File: config.mk
export PLATFORM = sky130hd
export DESIGN_NAME = vec_queue_sched_flat
export DESIGN_NICKNAME = d
export VERILOG_FILES = /design/src/rtl/vec_queue_sched_if.sv /design/src/rtl/vec_queue_sched.sv /design/src/flat_wrapper.sv
export SDC_FILE = /design/constraint.sdc
export NUM_CORES = 1
export LEC_CHECK = 0
export BUFFER_PORTS_ARGS = -buffer_cell sky130_fd_sc_hd__buf_2
export CORE_AREA = 5 5 277 279
export CTS_CLUSTER_DIAMETER = 100
export DETAILED_ROUTE_END_ITERATION = 6
export DIE_AREA = 0 0 282 284
export PLACE_DENSITY = 0.35
export SYNTH_ARGS = -nofsm -noshare
export SYNTH_HDL_FRONTEND = slang
export SYNTH_SLANG_ARGS = --single-unit
File: constraint.sdc
create_clock -name clk -period 12.2 [get_ports clk]
set_input_delay 1.22 -clock clk [delete_from_list [all_inputs] [get_ports clk]]
set_output_delay 1.22 -clock clk [all_outputs]
set_load 0.005 [all_outputs]
File: src/rtl/vec_queue_sched_if.sv
// Valid/ready beat stream carrying one non-empty stat-vector slot per beat.
interface vec_queue_sched_if #(
  parameter int vec_width_index = 4,
  parameter int vec_width_value = 32,
  parameter int vec_num         = 16
);
  localparam int slot_width = $clog2(vec_num);

  logic                       out_valid;
  logic                       out_ready;
  logic [slot_width-1:0]      out_slot;
  logic [vec_width_index-1:0] out_index;
  logic [vec_width_value-1:0] out_value;

  modport master (
    output out_valid, out_slot, out_index, out_value,
    input  out_ready
  );

  modport slave (
    input  out_valid, out_slot, out_index, out_value,
    output out_ready
  );
endinterface

File: src/rtl/vec_queue_sched.sv
// Stat vector queue sequencer: strobes a snapshot, streams every non-empty slot,
// then clears each slot's index once the stream has accepted it.
module vec_queue_sched #(
  parameter int vec_width_index = 4,
  parameter int vec_width_value = 32,
  parameter int vec_num         = 16,
  parameter int period_width    = 24
) (
  input  logic                               clk,
  input  logic                               rst,
  input  logic                               enable,
  input  logic [period_width-1:0]            period,
  input  logic                               snap_req,
  input  logic [vec_width_index*vec_num-1:0] vec_index_in,
  input  logic [vec_width_value*vec_num-1:0] vec_value_in,
  output logic                               chk_out,
  output logic [vec_width_index*vec_num-1:0] clr_out,
  vec_queue_sched_if.master                  out,
  output logic                               busy,
  output logic [15:0]                        overrun_cnt
);

  localparam int slot_width = $clog2(vec_num);
  localparam logic [slot_width-1:0] last_slot = slot_width'(vec_num - 1);

  typedef enum logic [2:0] {IDLE, SNAP, WAIT, SCAN, PRESENT, CLEAR} state_t;

  state_t                             state_q, state_d;
  logic [slot_width-1:0]              slot_q, slot_d;
  logic [period_width-1:0]            tmr_q, period_q, period_eff;
  logic                               run, expire, trigger, load_beat, at_last;
  logic [vec_width_index*vec_num-1:0] clr_d;
  logic [vec_width_index-1:0]         idx_arr [vec_num];
  logic [vec_width_value-1:0]         val_arr [vec_num];
  logic [slot_width-1:0]              beat_slot;
  logic [vec_width_index-1:0]         beat_index;
  logic [vec_width_value-1:0]         beat_value;
  logic [15:0]                        overrun_q;

  for (genvar g = 0; g < vec_num; g++) begin : g_unpack
    assign idx_arr[g] = vec_index_in[g*vec_width_index +: vec_width_index];
    assign val_arr[g] = vec_value_in[g*vec_width_value +: vec_width_value];
  end

  // The live period is used only at count 0; mid-count the latched copy keeps
  // a period change from taking effect before the next wrap.
  assign run        = enable && (period != '0);
  assign period_eff = (tmr_q == '0) ? period : period_q;
  assign expire     = run && (tmr_q == period_eff - period_width'(1));
  assign trigger    = expire || snap_req;
  assign at_last    = (slot_q == last_slot);

  always_comb begin
    // NOTE: every signal written here gets a default first so no path can infer a latch.
    state_d   = state_q;
    slot_d    = slot_q;
    load_beat = 1'b0;
    clr_d     = '0;
    unique case (state_q)
      IDLE:    if (trigger) state_d = SNAP;
      SNAP:    state_d = WAIT;
      WAIT: begin
        state_d = SCAN;
        slot_d  = '0;
      end
      SCAN: begin
        if (idx_arr[slot_q] != '0) begin
          state_d   = PRESENT;
          load_beat = 1'b1;
        end else if (at_last) begin
          state_d = IDLE;
        end else begin
          slot_d = slot_q + slot_width'(1);
        end
      end
      PRESENT: begin
        if (out.out_ready) begin
          state_d = CLEAR;
          for (int s = 0; s < vec_num; s++)
            if (slot_q == slot_width'(s)) clr_d[s*vec_width_index +: vec_width_index] = '1;
        end
      end
      CLEAR: begin
        if (at_last) begin
          state_d = IDLE;
        end else begin
          state_d = SCAN;
          slot_d  = slot_q + slot_width'(1);
        end
      end
      default: state_d = IDLE;
    endcase
  end

  // NOTE: all state below is updated with non-blocking assignments so every
  // register samples pre-edge values regardless of process ordering.
  always_ff @(posedge clk) begin
    if (rst) begin
      state_q    <= IDLE;
      slot_q     <= '0;
      clr_out    <= '0;
      beat_slot  <= '0;
      beat_index <= '0;
      beat_value <= '0;
    end else begin
      state_q <= state_d;
      slot_q  <= slot_d;
      clr_out <= clr_d;
      if (load_beat) begin
        beat_slot  <= slot_q;
        beat_index <= idx_arr[slot_q];
        beat_value <= val_arr[slot_q];
      end
    end
  end

  always_ff @(posedge clk) begin
    if (rst) begin
      tmr_q    <= '0;
      period_q <= '0;
    end else if (run) begin
      if (tmr_q == '0) period_q <= period;
      tmr_q <= expire ? '0 : tmr_q + period_width'(1);
    end
  end

  always_ff @(posedge clk) begin
    if (rst) begin
      overrun_q <= '0;
    end else if (trigger && (state_q != IDLE) && (overrun_q != 16'hFFFF)) begin
      overrun_q <= overrun_q + 16'd1;
    end
  end

  assign chk_out       = (state_q == SNAP);
  assign busy          = (state_q != IDLE);
  assign overrun_cnt   = overrun_q;
  assign out.out_valid = (state_q == PRESENT);
  assign out.out_slot  = beat_slot;
  assign out.out_index = beat_index;
  assign out.out_value = beat_value;

endmodule
File: src/flat_wrapper.sv
// flat-port wrapper written by rule: the top's interface ports become plain ports
module vec_queue_sched_flat 
#(
  parameter int vec_width_index = 4,
  parameter int vec_width_value = 32,
  parameter int vec_num         = 16,
  parameter int period_width    = 24
)
  (clk, rst, enable, period, snap_req, vec_index_in, vec_value_in, chk_out, clr_out, busy, overrun_cnt, out_out_valid, out_out_slot, out_out_index, out_out_value, out_out_ready);
  vec_queue_sched_if #(.vec_width_index(vec_width_index), .vec_width_value(vec_width_value), .vec_num(vec_num)) out_i ();
  input  logic clk;
  input  logic rst;
  input  logic enable;
  input  logic [period_width-1:0] period;
  input  logic snap_req;
  input  logic [vec_width_index*vec_num-1:0] vec_index_in;
  input  logic [vec_width_value*vec_num-1:0] vec_value_in;
  output logic chk_out;
  output logic [vec_width_index*vec_num-1:0] clr_out;
  output logic busy;
  output logic [15:0] overrun_cnt;
  output wire logic [$bits(out_i.out_valid)-1:0] out_out_valid;
  output wire logic [$bits(out_i.out_slot)-1:0] out_out_slot;
  output wire logic [$bits(out_i.out_index)-1:0] out_out_index;
  output wire logic [$bits(out_i.out_value)-1:0] out_out_value;
  input wire logic [$bits(out_i.out_ready)-1:0] out_out_ready;
  assign out_out_valid = out_i.out_valid;
  assign out_out_slot = out_i.out_slot;
  assign out_out_index = out_i.out_index;
  assign out_out_value = out_i.out_value;
  assign out_i.out_ready = out_out_ready;
  vec_queue_sched #(.vec_width_index(vec_width_index), .vec_width_value(vec_width_value), .vec_num(vec_num), .period_width(period_width)) u_core (.clk(clk), .rst(rst), .enable(enable), .period(period), .snap_req(snap_req), .vec_index_in(vec_index_in), .vec_value_in(vec_value_in), .chk_out(chk_out), .clr_out(clr_out), .out(out_i), .busy(busy), .overrun_cnt(overrun_cnt));
endmodule
==> results of run 1 <==
[per-stage QoR]
step | area (um2) | hold slack [ns]
floorplan | 11200 | 0.446
global placement | 15500 | 0.448
detailed placement | 15500 | 0.451
CTS | 16100 | 0.460
global route | 16100 | 0.494
finish | 16200 | 0.455
[final timing paths]
kind / startpoint / end / depth (start not counted)
worst max-delay path: u_core.tmr_q[0]$_SDFFE_PP0P_ / u_core.tmr_q[17]$_SDFFE_PP0P_ / 18
worst min-delay path: u_core.out.out_index[0]$_SDFFE_PP0P_ / u_core.out.out_index[0]$_SDFFE_PP0P_ / 2
worst max register to register: u_core.tmr_q[0]$_SDFFE_PP0P_ / u_core.tmr_q[17]$_SDFFE_PP0P_ / 18
worst min register to register: u_core.out.out_index[0]$_SDFFE_PP0P_ / u_core.out.out_index[0]$_SDFFE_PP0P_ / 2
[layer usage]
metal	vias up	share of wire [%]	GRT usage (%)
met5	-	0.36	0
met4	48	1.9	6.22
met3	138	13	9.07
met2	760	46	32.3
met1	6406	39	27.0
li1	5410	-	-
[flip-flops by register name (all words and copies together), names as in the netlist]
| signal | cells |
|---|---|
| u_core.out.out_index | 4 |
| u_core.clr_out | 16 |
| u_core.period_q | 24 |
| u_core.overrun_cnt | 16 |
| u_core.state_q | 3 |
| u_core.slot_q | 4 |
| u_core.tmr_q | 24 |
| u_core.out.out_value | 32 |
| u_core.out.out_slot | 4 |
[logic make-up (layout without fill, tap and decap cells)]
group,count (synthesis),count (layout),share of synthesized area (%)
buf+inv,156,787,7.06
other cells,0,49,0
xor+xnor,56,56,4.37
flops,127,127,22.7
compound gates,116,116,6.96
mux,235,235,41.2
fa+ha+maj,8,8,0.893
simple gates,376,376,16.9
[layout make-up]
cell class / instances / area share, %
Timing Repair Buffer: 737 / 23.0
Clock buffer: 20 / 2.76
Inverter: 18 / 0.417
Clock inverter: 12 / 1.14
Sequential cell: 127 / 15.8
Antenna cell: 49 / 0.756
Multi-Input combinational cell: 791 / 48.7
Tap cell: 969 / 7.48
[power by group through the flow]
stage / clock, W / combinational (W) / sequential (W)
after CTS: 0.000602 / 0.000342 / 0.000442
after detailed placement: 0 / 0.000341 / 0.000451
after floorplan: 0 / 0.000163 / 0.000444
after global routing: 0.000618 / 0.000365 / 0.000444
final: 0.000578 / 0.000341 / 0.000442
after global placement: 0 / 0.000341 / 0.000451
[worst register-to-register path: stages (launching register included)]
cell      delay (ns)
dfxtp_1         0.36
inv_1           0.11
ha_1            0.15
nor4b_1         0.60
nand4_1         0.64
nor2_2          0.43
buf_4           0.30
mux2i_1         0.29
ha_1            0.33
or4b_2          0.75
nor4_1          0.36
xor2_1          0.21
mux2i_1         0.12
xnor2_1         0.17
nor4b_1         0.46
o2111a_2        0.31
and3_1          0.25
or2_0           1.02
nor2_1          0.15
[synthesized netlist by cell type (11+ instances only)]
library cell / n / share of area (%)
mux4_2: 180 / 36
dfxtp_1: 127 / 23
nor2_1: 107 / 3.6
nand2_1: 95 / 3.2
clkbuf_1: 64 / 2.1
a21oi_1: 49 / 2.2
buf_4: 48 / 3.2
mux2i_1: 47 / 4.2
xnor2_1: 28 / 2.2
xor2_1: 28 / 2.2
nor3_1: 27 / 1.2
nor4_1: 23 / 1.3
buf_1: 20 / 0.67
inv_1: 18 / 0.60
nand3_1: 18 / 0.80
or4_1: 16 / 1.1
nand2b_1: 15 / 0.84
o31ai_1: 12 / 0.80
and3_1: 11 / 0.61
nor2b_1: 11 / 0.61
o21ai_0: 11 / 0.49
or3_1: 11 / 0.61
==> impl_results.md, run 1 <==
- Critical Path End Type: flop
- Cell Pwr Density: 84.0 nW/um2
- Initial Util: 15.2%
- Register area: 2560 um2
- Multi-input gate area: 7890 um2
- Area growth from synthesis to layout: 44.6%
- Setup bufs post-CTS: 0
- Port-buffer cells: 727
- Total grt overflow: 0
- CTS tree: built
- Crit start category: flop
- CTS Hold Bufs: 0
- P_int: 0.000943 W
- Register bit total from synthesis: 127
- Max-slew violation count: 0
- Share of cells above drive strength 1: 57.4%
- Router iterations before antenna repair: 5
- Syn_area_per_cell: 10.4 um2
- GP Congestion: 0.939
- Core ar.: 73900 um2
- CP max-delay cell: or2_0
- Critical Path RT: 12.50 ns
- Sw power: 0.000419 W
- Synth Flop Type: dfxtp_1
- Fmax achieved: 0.139 GHz
- Switching Share: 30.8%
- Post-Layout Cell Count: 2723
- Height of the die: 284 um
- Critical path class: reg2reg
- Maximum VDD drop: 0.000110 V
- Pwr Total: 0.00136 W
- Commonest non-fill, non-tap cell in the layout: buf_2
- Number of placed I/O pins: 728
- CTS clk-pin slew, worst paths: 0.06 ns
- Post-route minimum period: 7.20 ns
- Worst-skew pair later-pin latency: 0.49 ns
- H-Tree Level Count: 4
- Root buf cell: clkbuf_16
- Fill cells: 8173
- Crit-path max FO: 22
- Most frequent cells in the layout: buf_2 (726), mux4_2 (180), dfxtp_1 (123)
- HP Class: reg2reg
- Initial antenna violation count: 123
- Vias in the first global route: 12674
- CP max stage delay: 1.02 ns
- Die ar.: 80100 um2
- Drt wl/cell: 32.2 um
- Sequential fraction of the synthesis area: 22.7%
- Netlist cell types: 71
- Wire length of the first global-routing pass: 114000 um
- Flop pwr share: 32.5%
- R2R Setup Slk: 5.00 ns
- DRC errors left: 0
- Status: finished clean
- Maximum buffer depth of the clock tree: 2
- Yosys warnings: 0
- Dpl cells: 2642
- Routed WL: 87700 um
- Vias: 12762
- Die Width: 282 um
- Mapped Area: 11200 um2
- Post-synth ARST share: 0%
- FP Rows: 100
- Max-cap check violation count: 0
- Top Family by Delay on Critical Path: simple AND/OR/NAND/NOR gates
- Nets: 2305
- GRT Total Usage: 21.1%
- Initial drt markers: 1458
- Logic pwr share: 25.1%
- DRT antenna net count: 0
- Clock Power Share: 42.5%
- Final setup TNS: 0 ns
- Crit share post-route: 59.0%
- Worst slack, placed: 5.16 ns
- Pin count of the biggest net entering global routing: 94
- Sink Count: 127
- Worst-path cell chain: inv_1, ha_1, nor4b_1, nand4_1, nor2_2, buf_4, mux2i_1, ha_1, or4b_2, nor4_1, xor2_1, mux2i_1, xnor2_1, nor4b_1, o2111a_2, and3_1, or2_0, nor2_1
- Leakage power: 6.84 nW
- CTS Buf Count: 17
- Worst Skew: 0.0167 ns
- Layout Utilization: 21.9%
- Slew headroom: 10.9%
- Buffers & Inverters on Critical Path: 2
- Vias per cell: 4.69
- Net Count, Synth: 1687
- Final setup vio count: 0
- Post-CTS resize count: 0
- Critical Path AT: 7.50 ns
- Final hold violation count: 0
- Hpwl dp: 76200 um
- Worst setup margin: 5.00 ns
- Number of synthesized flops with an enable pin: 0
- Synth Instances: 1074
- Worst slew pin tran: 1.34 ns
- RSZ-0062 raised after global routing: false
No activity file was read; power rests on OpenSTA's default activity.
==> inputs of run 2 (changes only) <==
--- a/config.mk
+++ b/config.mk
@@ -6,10 +6,10 @@
 export NUM_CORES = 1
 export LEC_CHECK = 0
 export BUFFER_PORTS_ARGS = -buffer_cell sky130_fd_sc_hd__buf_2
-export CORE_AREA = 5 5 277 279
+export CORE_AREA = 5 5 278 280
 export CTS_CLUSTER_DIAMETER = 100
 export DETAILED_ROUTE_END_ITERATION = 6
-export DIE_AREA = 0 0 282 284
+export DIE_AREA = 0 0 283 285
 export PLACE_DENSITY = 0.35
 export SYNTH_ARGS = -nofsm -noshare
 export SYNTH_HDL_FRONTEND = slang
==> constraint.sdc (replaced) <==
create_clock -name clk -period 6.65 [get_ports clk]
set_input_delay 0.665 -clock clk [delete_from_list [all_inputs] [get_ports clk]]
set_output_delay 0.665 -clock clk [all_outputs]
set_load 0.005 [all_outputs]
==> run 2 against run 1 <==
  * Non-clock buffer count rose by 5
  * Sequential share of layout area barely moved
  * Fmax rose by 25%
  * First-iteration DRC count fell by 17%
  * Combinational power rose by 81%
  * Via count fell by 0.28%
  * Critical endpoint is now u_core.overrun_cnt[15]$_SDFFE_PP0P_
==> impl_results.md, run 2 (same netlist as run 1, synthesis figures left out) <==
- Status: finished clean (unchanged)
- Routed WL: 87400 um (was 87700 um)
- Maximum VDD drop: 0.000200 V (was 0.000110 V)
- Final setup TNS: 0 ns (unchanged)
- CP max stage delay: 0.68 ns (was 1.02 ns)
- Worst-path cell chain: inv_1, ha_1, nor4b_1, nand4_1, nor2_1, mux2i_1, ha_1, or4b_2, or3_1, a222oi_1, a31oi_1, a31oi_1, nor4b_1, o2111a_2, a31oi_4, nor4_1, mux2_2 (was inv_1, ha_1, nor4b_1, nand4_1, nor2_2, buf_4, mux2i_1, ha_1, or4b_2, nor4_1, xor2_1, mux2i_1, xnor2_1, nor4b_1, o2111a_2, and3_1, or2_0, nor2_1)
- Pin count of the biggest net entering global routing: 75 (was 94)
- Final Cell Area: 16200 um2 (about the same)
- Leakage power: 6.85 nW (was 6.84 nW)
- Initial antenna violation count: 125 (was 123)
- RSZ-0062 raised after global routing: false (unchanged)
- Post-route minimum period: 5.76 ns (was 7.20 ns)
- CP max-delay cell: or4b_2 (was or2_0)
- Sw power: 0.000828 W (was 0.000419 W)
- Critical Path End Type: flop (unchanged)
- Fmax achieved: 0.174 GHz (was 0.139 GHz)
- Die Width: 283 um (was 282 um)
- Initial Util: 15.1% (was 15.2%)
- Root buf cell: clkbuf_16 (unchanged)
- DRT antenna net count: 0 (unchanged)
- Wire length of the first global-routing pass: 115000 um (was 114000 um)
- Max-cap check violation count: 0 (unchanged)
- Crit share post-route: 86.6% (was 59.0%)
- CTS tree: built (unchanged)
- Switching Share: 33.7% (was 30.8%)
- Clock Power Share: 41.7% (was 42.5%)
- Placed Area: 15500 um2 (about the same)
- Critical path class: reg2reg (unchanged)
- Critical Path RT: 7.03 ns (was 12.50 ns)
- HP Class: in2reg (was reg2reg)
- Drt wl/cell: 32.1 um (was 32.2 um)
- Vias per cell: 4.68 (was 4.69)
- Crit-path max FO: 25 (was 22)
- Port-buffer cells: 727 (unchanged)
- Area growth from synthesis to layout: 44.2% (was 44.6%)
- Post-CTS resize count: 0 (unchanged)
- Worst-skew pair later-pin latency: 0.50 ns (was 0.49 ns)
- Critical Path AT: 6.14 ns (was 7.50 ns)
- Buffers & Inverters on Critical Path: 1 (was 2)
- Most frequent cells in the layout: buf_2 (726), mux4_2 (180), dfxtp_1 (123) (unchanged)
- P_int: 0.00163 W (was 0.000943 W)
- Cell Pwr Density: 152 nW/um2 (was 84.0 nW/um2)
- Final hold violation count: 0 (unchanged)
- GRT Total Usage: 20.8% (was 21.1%)
- H-Tree Level Count: 4 (unchanged)
- CTS Hold Bufs: 0 (unchanged)
- DRC errors left: 0 (unchanged)
- CTS clk-pin slew, worst paths: 0.07 ns (was 0.06 ns)
- Maximum buffer depth of the clock tree: 2 (unchanged)
- Setup bufs post-CTS: 0 (unchanged)
- Height of the die: 285 um (was 284 um)
- Vias: 12726 (was 12762)
- Crit start category: flop (unchanged)
- Max-slew violation count: 0 (unchanged)
- Slew headroom: 28.1% (was 10.9%)
- Number of placed I/O pins: 728 (unchanged)
- Die ar.: 80700 um2 (was 80100 um2)
- Worst Skew: 0.0191 ns (was 0.0167 ns)
- Hold WS: 0.458 ns (was 0.455 ns)
- Share of cells above drive strength 1: 57.5% (was 57.4%)
- Hpwl dp: 75900 um (was 76200 um)
- Flop pwr share: 33.1% (was 32.5%)
- Commonest non-fill, non-tap cell in the layout: buf_2 (unchanged)
- GP Congestion: 0.934 (was 0.939)
- Initial drt markers: 1205 (was 1458)
- Vias in the first global route: 12797 (was 12674)
- Worst slew pin tran: 1.08 ns (was 1.34 ns)
- Logic pwr share: 25.2% (was 25.1%)
- Core ar.: 74200 um2 (was 73900 um2)
- Sink Count: 127 (unchanged)
- Max FFs per register: 32 (unchanged)
- Total grt overflow: 0 (unchanged)
- Router iterations before antenna repair: 5 (unchanged)
- Final setup vio count: 0 (unchanged)
- FP Rows: 100 (unchanged)
- Nets: 2310 (was 2305)
- CTS Buf Count: 17 (unchanged)
- Top Family by Delay on Critical Path: simple AND/OR/NAND/NOR gates (unchanged)
## run 2: final timing paths
kind / from / end / slack (ns) / cells after the start
worst max-delay path: u_core.tmr_q[0]$_SDFFE_PP0P_ / u_core.overrun_cnt[15]$_SDFFE_PP0P_ / 0.89 / 17
worst min-delay path: period[22] / u_core.period_q[22]$_SDFFE_PP0P_ / 0.46 / 3
worst max register to register: u_core.tmr_q[0]$_SDFFE_PP0P_ / u_core.overrun_cnt[15]$_SDFFE_PP0P_ / 0.89 / 17
worst min register to register: u_core.out.out_index[1]$_SDFFE_PP0P_ / u_core.out.out_index[1]$_SDFFE_PP0P_ / 0.47 / 2
## run 2: worst min-delay path, cell delays in order
cell,delay [ns]
buf_2,0.12
nand2_1,0.05
a21oi_1,0.05
## run 2: layout make-up
cell class                 instances  area (um2)
fill                            8262       58000
clock buffer                      17         425
clock inverter                    15         166
antenna                           42         105
sequential                       127        2550
multi-input combinational        791        7890
tap                              969        1210
inverter                          18        67.6
timing repair buffer             742        3750
## run 2: per-layer routing
layer  share of wire, %  up-vias  track usage, %
met2                 46      767            33.1
li1                   -     5408               -
met5               0.31        -               0
met3                 11      147            9.31
met4                2.9       40            5.12
met1                 41     6364            25.9
## run 2: through the flow
step                utilization (%)  setup slack [ns]  total power [W]  cells
floorplan                         -              1.44          0.00111   1074
global placement               20.9             0.941          0.00145   2647
detailed placement             20.9             0.898          0.00145   2647
CTS                            21.7             0.868          0.00250   2679
global route                   21.7             0.337          0.00257   2689
finish                         21.8             0.889          0.00245   2721
## run 2: power by group through the flow
stage	Combinational (W)	Sequential (W)	Clock, W
3_3_place_gp	0.000617	0.000829	0
2_1_floorplan	0.000299	0.000815	0
3_5_place_dp	0.000618	0.000829	0
6_report	0.000617	0.000812	0.00102
5_1_grt	0.000662	0.000816	0.00109
4_1_cts	0.000622	0.000812	0.00107
